<file path="src/rtl/rbfifo_pkg.sv">
// Shared helpers for the parametrised ring-buffer FIFO: address-width helper
// and the parameter legality predicate evaluated when the top elaborates.
package rbfifo_pkg;

    // Constant-evaluable ceiling log2, usable in parameter and port declarations.
    function automatic int clog2(input int value);
        int result;
        int v;
        result = 0;
        v      = value - 1;
        while (v > 0) begin
            result = result + 1;
            v      = v >> 1;
        end
        return result;
    endfunction

    function automatic bit is_pow2(input int value);
        return (value > 0) && ((value & (value - 1)) == 0);
    endfunction

    // Legal shape: power-of-two depth of at least 2, and the almost-empty
    // watermark strictly below the almost-full one, which fits in the FIFO.
    function automatic bit params_legal(input int depth, input int ae_level, input int af_level);
        return (depth >= 2) && is_pow2(depth) && (ae_level < af_level) && (af_level <= depth);
    endfunction

endpackage

</file>
<file path="src/rtl/rbfifo_param_if.sv">
// Producer/consumer-facing signal bundle of the FIFO; the producer/consumer
// side drives requests through master, the FIFO reports through slave.
interface rbfifo_param_if
    import rbfifo_pkg::*;
#(
    parameter int WIDTH = 8,
    parameter int DEPTH = 16
);
    localparam int AW = clog2(DEPTH);

    logic [WIDTH-1:0] dataIn;
    logic             push;
    logic             pop;
    logic             clearErr;
    logic [WIDTH-1:0] dataOut;
    logic             full;
    logic             empty;
    logic             almostFull;
    logic             almostEmpty;
    logic [AW:0]      count;
    logic             overflow;
    logic             underflow;

    modport master (
        output dataIn, push, pop, clearErr,
        input  dataOut, full, empty, almostFull, almostEmpty, count, overflow, underflow
    );

    modport slave (
        input  dataIn, push, pop, clearErr,
        output dataOut, full, empty, almostFull, almostEmpty, count, overflow, underflow
    );

endinterface

</file>
<file path="src/rtl/rbfifo_mem.sv">
// DEPTH x WIDTH storage: one synchronous write port, one asynchronous read
// port so the head word falls through to the FIFO output without a request.
module rbfifo_mem #(
    parameter int WIDTH = 8,
    parameter int DEPTH = 16,
    parameter int AW    = 4
) (
    input  logic             clock,
    input  logic             i_we,
    input  logic [AW-1:0]    i_waddr,
    input  logic [WIDTH-1:0] i_wdata,
    input  logic [AW-1:0]    i_raddr,
    output logic [WIDTH-1:0] o_rdata
);

    // Contents are deliberately left unreset; the top masks the read port while empty.
    logic [WIDTH-1:0] r_mem [DEPTH];

    always_ff @(posedge clock) begin
        if (i_we) begin
            r_mem[i_waddr] <= i_wdata;
        end
    end

    assign o_rdata = r_mem[i_raddr];

endmodule

</file>
<file path="src/rtl/rbfifo_param.sv">
// Parametrised fall-through ring-buffer FIFO with occupancy, watermark flags
// and sticky overflow/underflow flags; pointers carry an extra wrap bit.
module rbfifo_param
    import rbfifo_pkg::*;
#(
    parameter int WIDTH    = 8,
    parameter int DEPTH    = 16,
    parameter int AF_LEVEL = DEPTH - 2,
    parameter int AE_LEVEL = 2
) (
    input  logic           clock,
    input  logic           reset_n,
    rbfifo_param_if.slave  bus
);

    localparam int AW = clog2(DEPTH);
    localparam logic [AW:0] AF_CNT = AF_LEVEL[AW:0];
    localparam logic [AW:0] AE_CNT = AE_LEVEL[AW:0];

    generate
        if (!params_legal(DEPTH, AE_LEVEL, AF_LEVEL)) begin : g_bad_params
            $error("rbfifo_param: DEPTH must be a power of two >= 2 and AE_LEVEL < AF_LEVEL <= DEPTH");
        end
    endgenerate

    logic [AW:0]      r_head;
    logic [AW:0]      r_tail;
    logic             r_overflow;
    logic             r_underflow;

    logic [AW:0]      w_count;
    logic             w_empty;
    logic             w_full;
    logic             w_push_ok;
    logic             w_pop_ok;
    logic             w_ovf_evt;
    logic             w_unf_evt;
    logic [WIDTH-1:0] w_rdata;

    assign w_count = r_head - r_tail;
    assign w_empty = (r_head == r_tail);
    assign w_full  = (r_head[AW-1:0] == r_tail[AW-1:0]) && (r_head[AW] != r_tail[AW]);

    // A pop in the same cycle frees the slot being written, so a full FIFO still takes the push.
    assign w_push_ok = bus.push & (~w_full | bus.pop);
    assign w_pop_ok  = bus.pop & ~w_empty;
    assign w_ovf_evt = bus.push & w_full & ~bus.pop;
    assign w_unf_evt = bus.pop & w_empty;

    rbfifo_mem #(
        .WIDTH (WIDTH),
        .DEPTH (DEPTH),
        .AW    (AW)
    ) u_mem (
        .clock   (clock),
        .i_we    (w_push_ok),
        .i_waddr (r_head[AW-1:0]),
        .i_wdata (bus.dataIn),
        .i_raddr (r_tail[AW-1:0]),
        .o_rdata (w_rdata)
    );

    always_ff @(posedge clock or negedge reset_n) begin
        if (!reset_n) begin
            r_head      <= '0;
            r_tail      <= '0;
            r_overflow  <= 1'b0;
            r_underflow <= 1'b0;
        end else begin
            if (w_push_ok) begin
                r_head <= r_head + 1'b1;
            end
            if (w_pop_ok) begin
                r_tail <= r_tail + 1'b1;
            end
            // A fresh error outranks clearErr in the same cycle.
            r_overflow  <= w_ovf_evt | (r_overflow  & ~bus.clearErr);
            r_underflow <= w_unf_evt | (r_underflow & ~bus.clearErr);
        end
    end

    assign bus.dataOut     = w_empty ? '0 : w_rdata;
    assign bus.full        = w_full;
    assign bus.empty       = w_empty;
    assign bus.count       = w_count;
    assign bus.almostFull  = (w_count >= AF_CNT);
    assign bus.almostEmpty = (w_count <= AE_CNT);
    assign bus.overflow    = r_overflow;
    assign bus.underflow   = r_underflow;

endmodule

</file>
<file path="src/flat_wrapper.sv">
// flat-port wrapper written by rule: the top's interface ports become plain ports
module rbfifo_param_flat import rbfifo_pkg::*;
#(
    parameter int WIDTH    = 8,
    parameter int DEPTH    = 16,
    parameter int AF_LEVEL = DEPTH - 2,
    parameter int AE_LEVEL = 2
)
  (clock, reset_n, bus_dataIn, bus_push, bus_pop, bus_clearErr, bus_dataOut, bus_full, bus_empty, bus_almostFull, bus_almostEmpty, bus_count, bus_overflow, bus_underflow);
  rbfifo_param_if #(.WIDTH(WIDTH), .DEPTH(DEPTH)) bus_i ();
  input  logic clock;
  input  logic reset_n;
  input wire logic [$bits(bus_i.dataIn)-1:0] bus_dataIn;
  input wire logic [$bits(bus_i.push)-1:0] bus_push;
  input wire logic [$bits(bus_i.pop)-1:0] bus_pop;
  input wire logic [$bits(bus_i.clearErr)-1:0] bus_clearErr;
  output wire logic [$bits(bus_i.dataOut)-1:0] bus_dataOut;
  output wire logic [$bits(bus_i.full)-1:0] bus_full;
  output wire logic [$bits(bus_i.empty)-1:0] bus_empty;
  output wire logic [$bits(bus_i.almostFull)-1:0] bus_almostFull;
  output wire logic [$bits(bus_i.almostEmpty)-1:0] bus_almostEmpty;
  output wire logic [$bits(bus_i.count)-1:0] bus_count;
  output wire logic [$bits(bus_i.overflow)-1:0] bus_overflow;
  output wire logic [$bits(bus_i.underflow)-1:0] bus_underflow;
  assign bus_i.dataIn = bus_dataIn;
  assign bus_i.push = bus_push;
  assign bus_i.pop = bus_pop;
  assign bus_i.clearErr = bus_clearErr;
  assign bus_dataOut = bus_i.dataOut;
  assign bus_full = bus_i.full;
  assign bus_empty = bus_i.empty;
  assign bus_almostFull = bus_i.almostFull;
  assign bus_almostEmpty = bus_i.almostEmpty;
  assign bus_count = bus_i.count;
  assign bus_overflow = bus_i.overflow;
  assign bus_underflow = bus_i.underflow;
  rbfifo_param #(.WIDTH(WIDTH), .DEPTH(DEPTH), .AF_LEVEL(AF_LEVEL), .AE_LEVEL(AE_LEVEL)) u_core (.clock(clock), .reset_n(reset_n), .bus(bus_i));
endmodule
</file>
<file path="config.mk">
export PLATFORM = sky130hd
export DESIGN_NAME = rbfifo_param_flat
export DESIGN_NICKNAME = d
export VERILOG_FILES = /design/src/rtl/rbfifo_pkg.sv /design/src/rtl/rbfifo_param_if.sv /design/src/rtl/rbfifo_mem.sv /design/src/rtl/rbfifo_param.sv /design/src/flat_wrapper.sv
export SDC_FILE = /design/constraint.sdc
export NUM_CORES = 1
export LEC_CHECK = 0
export CORE_MARGIN = 4
export CORE_UTILIZATION = 35
export DETAILED_ROUTE_END_ITERATION = 7
export GPL_TIMING_DRIVEN = 0
export PLACE_DENSITY_LB_ADDON = 0.15
export SLEW_MARGIN = 20
export SYNTH_ARGS = -nofsm -noshare
export SYNTH_HDL_FRONTEND = slang
export SYNTH_SLANG_ARGS = --single-unit
export TNS_END_PERCENT = 20
</file>
<file path="constraint.sdc">
create_clock -name clock -period 8.1 [get_ports clock]
set_input_delay 1.215 -clock clock [delete_from_list [all_inputs] [get_ports clock]]
set_output_delay 1.215 -clock clock [all_outputs]
set_load 0.1 [all_outputs]
</file>
# Word-level counts from Yosys, hierarchy flattened
# Memories as Yosys holds them, arrays and structs flattened.
# Cells that the tools add are included.
[word_totals]
wordCells = 31
inputBits = 13
mem_bits_rw = 128
n_memories = 1
regBits = 12
output_inout_bits = 19
[mem_list]
columns = ["memory", "words", "word_bits", "rd", "rd_clocked_by_memory_dff", "wr", "line", "source"]
rows = [
  ["u_core.u_mem.r_mem", 16, 8, 1, 0, 1, "rbfifo_mem.sv:17", "logic [WIDTH-1:0] r_mem [DEPTH];"],
]
[classes]
eq_ne = 3
n_mux = 3
reduce_logical = 1
add_sub_neg = 3
bitwise_logic = 14
n_lt_le_gt_ge = 2
[op_table]
columns = ["cell", "count"]
rows = [
  ["5-bit by 1-bit adder with 5-bit output (second input constant)", 2],
  ["8-bit two-way mux", 1],
  ["1-bit AND", 7],
  ["5-bit equality test", 1],
  ["5-bit by 4-bit >= comparator with 1-bit output (second input constant)", 1],
  ["5-bit by 2-bit <= comparator with 1-bit output (second input constant)", 1],
  ["5-bit subtractor", 1],
  ["4-bit equality test", 1],
  ["1-bit NOT", 4],
  ["1-bit OR", 3],
  ["1-bit two-way mux", 2],
  ["1-bit logical AND", 1],
  ["1-bit inequality test", 1],
]

# Logic depth before layout (Yosys ltp)
# Gate-level depths: netlist of the first run.
[depth]
ltp_word = 7
mapped_depth = 9
ltp_nobuf = 8

# Cells and area by module
# Synthesis of the first run repeated with hierarchy kept, for this count alone.
[unflattened]
hier_cells = 300
hier_area_um2 = 5790.6
[modules_own_cells]
columns = ["mod", "area_per_inst_um2", "n_inst", "seq_area_each_um2", "cells_each"]
rows = [
  ["rbfifo_mem", 4987.3, 1, 3843.7, 221],
  ["rbfifo_param", 803.3, 1, 300.3, 79],
]

# Least setup slack after synthesis of the first run
# Ideal clock, no wire load.
[synth_timing]
kind = "register to output"
from = "register u_core.r_tail[1]"
to = "output bus_almostEmpty"
stages_incl_launch_ff = 9
n_path_buf = 2
setup_slack_ns = 2.311
required_time_ns = 6.885
t_arrival_ns = 4.574
cell_sequence = "dfrtp_1 buf_2 inv_1 buf_6 fa_1 a21o_1 a21oi_1 xnor2_1 a211oi_1"
[synth_between]
elab_chain_len = 2
[synth_rtl]
columns = ["item", "line", "source"]
rows = [
  ["start: declaration", "rbfifo_param.sv:27", "logic [AW:0] r_tail;"],
  ["start signal: assignment", "rbfifo_param.sv:74", "r_tail <= r_tail + 1'b1;"],
  ["5-bit subtractor", "rbfifo_param.sv:40", "assign w_count = r_head - r_tail;"],
  ["named net bus_count[4]", "flat_wrapper.sv:22", "output wire logic [$bits(bus_i.count)-1:0] bus_count;"],
  ["5-bit by 2-bit <= comparator with 1-bit output", "rbfifo_param.sv:87", "assign bus.almostEmpty = (w_count <= AE_CNT);"],
  ["end: declaration", "flat_wrapper.sv:21", "output wire logic [$bits(bus_i.almostEmpty)-1:0] bus_almostEmpty;"],
]
# The timed path passes the listed nets, and every way through them passes these cells.

# Worst setup path in the final report of the first run
[layout_timing]
from = "register u_core.r_tail[3]"
to = "output bus_dataOut[6]"
[layout_between]
elab_chain_len = 2
word_cells_on_any_way = 3
cone_classes = "eq/ne: 1; mux: 1; memory: 1"
[layout_rtl]
columns = ["item", "line", "source"]
rows = [
  ["memory 16 x 8 bit or 5-bit equality test (tied branches)", "--", ""],
  ["8-bit two-way mux *", "rbfifo_param.sv:82", "assign bus.dataOut = w_empty ? '0 : w_rdata;"],
  ["end: declaration", "flat_wrapper.sv:17", "output wire logic [$bits(bus_i.dataOut)-1:0] bus_dataOut;"],
]
# Mark *: on every way between the ends. The rest lies on a longest branch, timed or not.

==> results of run 1 <==
[flip-flops by register name (all words and copies together) (netlist names)]
| register | cells |
|---|---|
| u_core.r_head | 5 |
| u_core.bus.overflow | 1 |
| u_core.u_mem.r_mem | 128 |
| u_core.bus.underflow | 1 |
| u_core.r_tail | 5 |
[metal layers]
| layer | GRT usage [%] | part of all wire (%) | up-vias |
|---|---|---|---|
| li1 | - | - | 1321 |
| met1 | 19.3 | 45 | 1492 |
| met2 | 22.7 | 48 | 76 |
| met3 | 4.19 | 4.7 | 14 |
| met4 | 5.66 | 1.5 | 0 |
| met5 | 0 | 0 | - |
[cell usage after synthesis, types with 2 or more instances]
library cell               count
sky130_fd_sc_hd__a211oi_1      2
sky130_fd_sc_hd__a21o_1        2
sky130_fd_sc_hd__a21oi_1       9
sky130_fd_sc_hd__buf_2         5
sky130_fd_sc_hd__buf_4         2
sky130_fd_sc_hd__buf_6         3
sky130_fd_sc_hd__clkbuf_1      3
sky130_fd_sc_hd__dfrtp_1      12
sky130_fd_sc_hd__edfxtp_1    128
sky130_fd_sc_hd__ha_1          9
sky130_fd_sc_hd__inv_1        10
sky130_fd_sc_hd__mux2_2        7
sky130_fd_sc_hd__mux2i_1       7
sky130_fd_sc_hd__mux4_1       12
sky130_fd_sc_hd__mux4_2       20
sky130_fd_sc_hd__nand2_1      11
sky130_fd_sc_hd__nand2b_1      2
sky130_fd_sc_hd__nand4_1       5
sky130_fd_sc_hd__nor2_1       13
sky130_fd_sc_hd__nor3_1        4
sky130_fd_sc_hd__o21ai_0       5
sky130_fd_sc_hd__o21ai_1       4
sky130_fd_sc_hd__xnor2_1       9
sky130_fd_sc_hd__xor2_1        2
[worst register-to-register path: stages, from the launching register on]
cell and delay, ns:
sky130_fd_sc_hd__dfrtp_1 0.32, sky130_fd_sc_hd__buf_2 0.27, sky130_fd_sc_hd__buf_2 0.34, sky130_fd_sc_hd__inv_2 0.21
sky130_fd_sc_hd__ha_1 0.39, sky130_fd_sc_hd__nand4_1 0.14, sky130_fd_sc_hd__o31a_1 0.13, sky130_fd_sc_hd__buf_2 0.19
sky130_fd_sc_hd__nand2_1 0.16, sky130_fd_sc_hd__nor2_1 0.78
[how the worst max path moves through the flow]
stage / start / to / cells after the start
floorplan: u_core.r_tail[1]$_DFFE_PN0P_ / bus_almostEmpty / 8
global placement: u_core.r_tail[3]$_DFFE_PN0P_ / bus_dataOut[6] / 9
detailed placement: u_core.r_tail[3]$_DFFE_PN0P_ / bus_dataOut[6] / 9
CTS: u_core.r_tail[3]$_DFFE_PN0P_ / bus_dataOut[6] / 9
global route: u_core.r_tail[3]$_DFFE_PN0P_ / bus_dataOut[6] / 9
finish: u_core.r_tail[3]$_DFFE_PN0P_ / bus_dataOut[6] / 9
[logic make-up after synthesis]
family	share of synthesized area [%]
fa+ha+maj	2.29
buf+inv	2.52
mux	15.8
compound gates	3.13
simple gates	3.23
flops	71.4
xor+xnor	1.66
[per-stage QoR]
step           std cells  instance area (um2)  util, %  hold WS (ns)  worst slack [ns]
2_1_floorplan        301                 5800        -         0.465              2.31
3_3_place_gp         548                 6380     39.8         0.477              3.11
3_5_place_dp         552                 6430     40.1         0.478              3.11
6_report             584                 7010     43.7         0.488              2.69
4_1_cts              584                 7010     43.7         0.494              2.65
5_1_grt              584                 7010     43.7         0.507              2.49
[final cells by class]
class | count | area (um2) | share of cell area (%)
Sequential cell | 140 | 4140 | 59.1
Multi-Input combinational cell | 136 | 1530 | 21.9
Clock buffer | 17 | 425 | 6.06
Timing Repair Buffer | 35 | 340 | 4.85
Tap cell | 216 | 270 | 3.85
Clock inverter | 15 | 155 | 2.21
Buffer | 14 | 105 | 1.50
Inverter | 11 | 41.3 | 0.589
==> results.yml, run 1 <==
cts:
  clockRootBuffer: "sky130_fd_sc_hd__clkbuf_16"
  clock_buffers_created_by_tritoncts: 17
  cts_tree: "built"
  clk-insertion-delay-late_ns: 0.42
  ctsResizeCount: 0
  cts_hold_buf: 0
  cts.htree.levels: 4
  numClockSinks: 140
  post-cts-setup-buffer-count: 0
  cts.path.max_buffers: 2
  clkTransAtPathRegs_ns: 0.06
sta:
  final_setup_viols: 0
  min_period_over_period_pct: 66.8
  rsz_0062_raised_after_global_routing: "no"
  worst_slew_pin_slew_ns: 0.985
  relSlewSlack_pct: 34.1
  final_hold_viol_count: 0
  timing.final.max_slew_violations: 0
  fin_worst_skew_ns: 0.00983
  timing.setup.tns_ns: 0
  final_min_period_ns: 5.41
  fmax_mhz: 185
worst_setup_path:
  cells_along_the_critical_path: "buf_2 > buf_2 > inv_2 > ha_1 > and4_1 > nand2_1 > o31ai_1 > a211oi_1 > clkdlybuf4s50_1"
  critPathRequiredTime_ns: 6.88
  worstRegToRegCells: 9
  critPathMaxFanout: 10
  rr_startpoint: "u_core.r_tail[3]$_DFFE_PN0P_"
  timing.critical_path.to_type: "output port"
  r2r-end: "u_core.u_mem.r_mem[12][3]$_DFFE_PP_"
  worst-setup-path-type: "flop to output port"
  cp_common_cell: "sky130_fd_sc_hd__buf_2"
  timing.critical_path.max_delay_family: "buffers and inverters"
  critical_path_arrival_ns: 4.19
  cpMaxStageDelayCell: "sky130_fd_sc_hd__clkdlybuf4s50_1"
  critPathMaxStageDelay_ns: 1.22
  cp_bufs_invs: 4
  timing.reg2reg.setup_slack_ns: 4.78
  critPathLaunchType: "flop"
min_path:
  hp-class: "flop to flop"
  hold_start: "u_core.bus.overflow$_DFF_PN0_"
  whs_path_depth: 1
  worstHoldEndpoint: "u_core.bus.overflow$_DFF_PN0_"
layout:
  num-fill-cells: 1410
  nets: 378
  area_growth_pct: 20.9
  most_common_library_cell_in_the_layout_ignoring_fill_and_taps: "sky130_fd_sc_hd__edfxtp_1"
  antenna_cells: 0
  drive_above_1_share_pct: 20.7
  layout_common_cells: "sky130_fd_sc_hd__edfxtp_1, sky130_fd_sc_hd__clkdlybuf4s50_1, sky130_fd_sc_hd__mux4_2, sky130_fd_sc_hd__clkbuf_16, sky130_fd_sc_hd__nor2_1"
logic_synthesis:
  synth-edff-count: 128
  synthesis.nets: 324
  yosysTopAreaCellShare_pct: 66.2
  register_bit_total_from_synthesis: 140
  avgSynthCellArea_um2: 19.3
  syn_warnings: 0
  netlist-cell-type-count: 39
  synth_area_leader_cell: "sky130_fd_sc_hd__edfxtp_1"
  async_flop_share_pct: 8.57
  synth_area_leaders: "sky130_fd_sc_hd__edfxtp_1, sky130_fd_sc_hd__mux4_2, sky130_fd_sc_hd__mux4_1, sky130_fd_sc_hd__dfrtp_1, sky130_fd_sc_hd__ha_1"
  sequential_share_of_the_synthesized_area_pct: 71.4
  post_synth_instance_area_um2: 5800
  prevailing_post_synth_register_cell: "sky130_fd_sc_hd__edfxtp_1"
  mapped_cells: 301
route:
  drtIter0Drc: 210
  first_pass_iters: 4
  drt.antenna.violating_nets: 0
  routed-via-count: 2903
  drc: 0
  avgViaCountPerCell: 4.97
  totalWireLength_um: 12400
  post_dr_wirelength_cell_um: 21.3
floorplan:
  floorplan.die.width_um: 137
  start_util_pct: 36.1
  num_io_pins: 32
  coreArea_um2: 16100
  die_h_um: 137
  floorplan.die_area_um2: 18700
  cell_rows: 46
global_route:
  grt_first_pass_wirelength_um: 18700
  global_route.usage.total_pct: 14.5
  grt_remaining_overflow: 0
  grt_antenna_before_repair: 0
  grt_pass1_vias: 3060
  maximum_number_of_pins_on_one_net_before_global_route_repair: 17
outcome:
  run_status: "completed"
place:
  port_buffers: 31
  detailed_placement_hpwl_um: 8430
  gp_congestion: 0.738
flow_run:
  max-cap-violations: 0
Power of run 1 is not shown: default switching activity piles up to over one toggle a cycle in this logic, so the estimate is an artifact.
==> run 2: changes to the inputs <==
Clock period 8.1 ns to 4.6 ns, I/O delays scaled along.
==> run 2 against run 1 <==
Utilization decreased by 0.14 points. Final cell count decreased by 0.51%. Cell area decreased by 0.32%.
==> results.yml, run 2 (same netlist as run 1, synthesis figures left out) <==
outcome:
  run_status: "completed"
layout:
  top_register: "u_core.u_mem.r_mem"
  layout_common_cells: "sky130_fd_sc_hd__edfxtp_1, sky130_fd_sc_hd__clkdlybuf4s50_1, sky130_fd_sc_hd__mux4_2, sky130_fd_sc_hd__clkbuf_16, sky130_fd_sc_hd__nor2_1"
  multi_input_comb_area_um2: 1550
  area_growth_pct: 20.5
  largest_register_ff_count: 128
  largestRegisters: "u_core.u_mem.r_mem (128), u_core.r_head (5), u_core.r_tail (5)"
  num-fill-cells: 1387
  seq_area_um2: 4140
  most_common_library_cell_in_the_layout_ignoring_fill_and_taps: "sky130_fd_sc_hd__edfxtp_1"
  nets: 376
  antenna_cells: 0
  drive_above_1_share_pct: 20.8
  final_core_util_pct: 43.5
cts:
  cts_tree: "built"
  numClockSinks: 140
  clock_buffers_created_by_tritoncts: 17
  cts_hold_buf: 0
  cts.htree.levels: 4
  cts.path.max_buffers: 2
  clockRootBuffer: "sky130_fd_sc_hd__clkbuf_16"
  clkTransAtPathRegs_ns: 0.06
  post-cts-setup-buffer-count: 0
  clk-insertion-delay-late_ns: 0.42
worst_setup_path:
  cp_common_cell: "sky130_fd_sc_hd__buf_2"
  critPathMaxStageDelay_ns: 0.89
  critPathRequiredTime_ns: 3.91
  cpMaxStageDelayCell: "sky130_fd_sc_hd__clkdlybuf4s15_1"
  critPathMaxFanout: 10
  timing.critical_path.to_type: "output port"
  critical_path_arrival_ns: 3.73
  critPathLaunchType: "flop"
  cells_along_the_critical_path: "buf_2 > buf_2 > inv_2 > ha_1 > and4_1 > nand2_1 > o31ai_1 > a211oi_1 > clkdlybuf4s15_1"
  worst-setup-path-type: "flop to output port"
route:
  drc: 0
  met3_wirelength_um: 539
  avgViaCountPerCell: 4.98
  post_dr_wirelength_cell_um: 21.1
  met2RoutedLength_um: 5690
  route.layer.met1.wl_um: 5820
  drt.antenna.violating_nets: 0
  routed-via-count: 2894
  drtIter0Drc: 279
  routed.top_layer: "met4"
  first_pass_iters: 4
  totalWireLength_um: 12300
floorplan:
  coreArea_um2: 16100
  cell_rows: 46
  floorplan.die.width_um: 137
  floorplan.die_area_um2: 18700
  num_io_pins: 32
  start_util_pct: 36.1
  die_h_um: 137
sta:
  relSlewSlack_pct: 34.3
  fmax_mhz: 226
  worst_slew_pin_slew_ns: 0.984
  final_min_period_ns: 4.42
  timing.final.max_slew_violations: 0
  min_period_over_period_pct: 96.1
  fin_worst_skew_ns: 0.0109
  final_setup_viols: 0
  final_hold_viol_count: 0
  rsz_0062_raised_after_global_routing: "yes"
place:
  detailed_placement_hpwl_um: 8210
  port_buffers: 31
  gp_congestion: 0.739
global_route:
  grt_antenna_before_repair: 0
  grt_pass1_vias: 2968
  grt_first_pass_wirelength_um: 18500
  maximum_number_of_pins_on_one_net_before_global_route_repair: 17
  grt_remaining_overflow: 0
  global_route.usage.total_pct: 14.4
min_path:
  hp-class: "flop to flop"
flow_run:
  max-cap-violations: 0
run 2: changes by cell type in the layout (fill, tap and decap cells not counted), sizes merged, moves of 2 or more:
cell,before,now
clkdlybuf4s50,31,22
clkinv,11,6
dlygate4sd2,0,4
dlymetal6s2s,0,4
clkinvlp,1,4
buf,15,13
run 2: area by class of cell:
type,instances,share of cell area [%]
sequential,140,59.3
multi-input combinational,136,22.1
inverter,11,0.591
buffer,14,1.50
clock inverter,13,1.81
tap,216,3.87
clock buffer,18,6.14
timing repair buffer,33,4.72
run 2: layer usage:
metal  vias to the layer above  track usage [%]
met2                        65             21.4
met3                        17             4.15
met4                         0             5.99
met5                         -                0
li1                       1318                -
met1                      1494             19.8
run 2: path summary, 6_finish.rpt:
path	startpoint	endpoint	slack (ns)	cells past startpoint
max	u_core.r_tail[3]$_DFFE_PN0P_	bus_dataOut[6]	0.18	9
min	u_core.bus.overflow$_DFF_PN0_	u_core.bus.overflow$_DFF_PN0_	0.49	1
max reg2reg	u_core.r_tail[3]$_DFFE_PN0P_	u_core.u_mem.r_mem[4][3]$_DFFE_PP_	1.41	9
min reg2reg	u_core.bus.overflow$_DFF_PN0_	u_core.bus.overflow$_DFF_PN0_	0.49	1
max in group asynchronous	reset_n	u_core.r_head[1]$_DFFE_PN0P_	3.52	1
min in group asynchronous	reset_n	u_core.bus.overflow$_DFF_PN0_	0.66	1
run 2: repair_timing:
item,4_1_cts,5_1_grt
gates cloned,0,0
gates resized for setup,5,5
endpoints found under the setup margin,5,5
run 2: stage by stage:
stage                     area, um2  setup TNS, ns  instances  hold slack [ns]  setup slack (ns)
after floorplan                5820              0        301            0.394           0.00932
after global placement         6400              0        548            0.478             0.200
after detailed placement       6430              0        550            0.485             0.229
after CTS                      6980              0        581            0.498           0.00568
after global routing           6990        -0.0318        581            0.507           -0.0318
final                          6990              0        581            0.495             0.179
run 2: worst max-delay path: cells and delay by family (launching register included):
family | cells | cell delay [ns]
AO/OA/AOI/OAI | 2 | 0.46
adder cells (fa/ha/maj) | 1 | 0.39
buffers and inverters | 4 | 1.65
flip-flops | 1 | 0.31
AND/OR/NAND/NOR | 2 | 0.50
Power of run 2 is left out for the same reason.
==> run 3: changes to the inputs <==
Settings changed: GPL_TIMING_DRIVEN 0 to unset, PLACE_DENSITY_LB_ADDON 0.15 to 0.2.
==> run 3 against run 2 <==
Die area is the same. Non-clock buffer count is 4 higher. Via count down 0.73%. Utilization is 0.30 points lower. Sequential share of layout area rose by 0.43 points. Final cell count grew 0.86%. Global-route usage is 0.18 points lower. Fmax up 13%. Critical path type unchanged. Clock skew fell by 0.0063 ns. Critical path depth shrank 2. Routed wire length shrank 1.2%. Sequential cell count did not move.
==> results.yml, run 3 (same netlist as run 1, synthesis figures left out) <==
outcome:
  run_status: "completed"
route:
  drtIter0Drc: 281
  post_dr_wirelength_cell_um: 20.7
  routed-via-count: 2873
  first_pass_iters: 4
  drt.antenna.violating_nets: 0
  drc: 0
  totalWireLength_um: 12100
  routed.top_layer: "met4"
  route.layer.met1.wl_um: 5130
  met2RoutedLength_um: 6300
  met3_wirelength_um: 455
  avgViaCountPerCell: 4.90
cts:
  post-cts-setup-buffer-count: 0
  numClockSinks: 140
  cts_tree: "built"
  clk-insertion-delay-late_ns: 0.41
  ctsResizeCount: 0
  cts_hold_buf: 0
  cts.htree.levels: 4
  clockRootBuffer: "sky130_fd_sc_hd__clkbuf_16"
  clkTransAtPathRegs_ns: 0.05
  clock_buffers_created_by_tritoncts: 17
  cts.path.max_buffers: 2
sta:
  fin_worst_skew_ns: 0.00462
  relSlewSlack_pct: 34.9
  final_min_period_ns: 3.92
  setup_ws_ns: 0.675
  min_period_over_period_pct: 85.3
  final_setup_viols: 0
  final_hold_viol_count: 0
  worst_slew_pin_slew_ns: 0.974
  rsz_0062_raised_after_global_routing: "no"
  fmax_mhz: 255
  timing.final.max_slew_violations: 0
  timing.setup.tns_ns: 0
layout:
  layout_common_cells: "sky130_fd_sc_hd__edfxtp_1, sky130_fd_sc_hd__buf_4, sky130_fd_sc_hd__mux4_2, sky130_fd_sc_hd__clkbuf_16, sky130_fd_sc_hd__clkdlybuf4s50_1"
  top_register: "u_core.u_mem.r_mem"
  finish.cell_count_without_fillers: 586
  nets: 380
  area_growth_pct: 19.6
  largestRegisters: "u_core.u_mem.r_mem (128), u_core.r_head (5), u_core.r_tail (5)"
  most_common_library_cell_in_the_layout_ignoring_fill_and_taps: "sky130_fd_sc_hd__edfxtp_1"
  largest_register_ff_count: 128
  drive_above_1_share_pct: 24.9
  antenna_cells: 0
global_route:
  grt_remaining_overflow: 0
  global_route.usage.total_pct: 14.2
  maximum_number_of_pins_on_one_net_before_global_route_repair: 23
  grt_first_pass_wirelength_um: 18800
  grt_pass1_vias: 3126
  grt_antenna_before_repair: 0
worst_setup_path:
  endpoint: "bus_dataOut[6]"
  worstRegToRegCells: 6
  timing.critical_path.to_type: "output port"
  worst-setup-path-type: "flop to output port"
  cp-startpoint: "u_core.r_tail[1]$_DFFE_PN0P_"
  r2r-end: "u_core.u_mem.r_mem[15][0]$_DFFE_PP_"
  rr_startpoint: "u_core.r_tail[1]$_DFFE_PN0P_"
  critPathMaxFanout: 18
  critical_path_arrival_ns: 3.23
  critPathLaunchType: "flop"
  timing.reg2reg.setup_slack_ns: 1.61
  critPathRequiredTime_ns: 3.91
place:
  post-place-cells: 554
  post-place-ws_ns: 1.02
  gp_congestion: 0.736
  port_buffers: 31
  detailed_placement_hpwl_um: 7690
flow_run:
  max-cap-violations: 0
min_path:
  hp-class: "flop to flop"
floorplan:
  die_h_um: 137
  num_io_pins: 32
  floorplan.die.width_um: 137
  start_util_pct: 36.1
  floorplan.die_area_um2: 18700
  cell_rows: 46
  coreArea_um2: 16100
[run 3: cell types whose count changed in the layout (fill, tap and decap cells not counted), sizes merged]
cell,change
inv,-1
clkdlybuf4s50,-7
buf,+23
clkinv,+4
dlymetal6s2s,-4
clkdlybuf4s15,-1
clkbuf,-1
dlygate4sd2,-4
clkinvlp,-4
[run 3: worst min-delay path by stage]
stage	start	end	slack (ns)	cells after the start
final	u_core.bus.underflow$_DFF_PN0_	u_core.bus.underflow$_DFF_PN0_	0.49	1
after global routing	u_core.bus.overflow$_DFF_PN0_	u_core.bus.overflow$_DFF_PN0_	0.51	1
after CTS	u_core.bus.underflow$_DFF_PN0_	u_core.bus.underflow$_DFF_PN0_	0.49	1
after detailed placement	u_core.bus.underflow$_DFF_PN0_	u_core.bus.underflow$_DFF_PN0_	0.47	1
after global placement	u_core.bus.underflow$_DFF_PN0_	u_core.bus.underflow$_DFF_PN0_	0.48	1
after floorplan	reset_n	u_core.bus.overflow$_DFF_PN0_	0.39	0
[run 3: final cells by class]
cell class                 instances  area (um2)
fill                            1401        9110
clock inverter                    12         104
multi-input combinational        136        1530
tap                              216         270
clock buffer                      20         437
inverter                          11        41.3
sequential                       140        4150
timing repair buffer              51         420
[run 3: metal layers]
layer | GRT usage, % | vias up
li1 | - | 1325
met1 | 18.0 | 1473
met2 | 23.6 | 61
met3 | 3.42 | 14
met4 | 5.49 | 0
met5 | 0 | -
[run 3: per-stage QoR]
step | utilization [%] | area [um2] | hold slack [ns]
finish | 43.2 | 6940 | 0.487
global route | 43.2 | 6940 | 0.510
CTS | 43.2 | 6940 | 0.490
detailed placement | 39.9 | 6400 | 0.474
global placement | 39.9 | 6400 | 0.485
floorplan | - | 5820 | 0.394
[run 3: worst max-delay path, cell delays in order, from the launching register on]
cell and delay [ns]:
sky130_fd_sc_hd__dfrtp_1 0.88, sky130_fd_sc_hd__inv_1 0.29, sky130_fd_sc_hd__ha_1 0.39, sky130_fd_sc_hd__and4_1 0.22, sky130_fd_sc_hd__nand2_1 0.29, sky130_fd_sc_hd__o31ai_1 0.13, sky130_fd_sc_hd__a211oi_1 0.27, sky130_fd_sc_hd__buf_4 0.35
Power of run 3 is left out for the same reason.
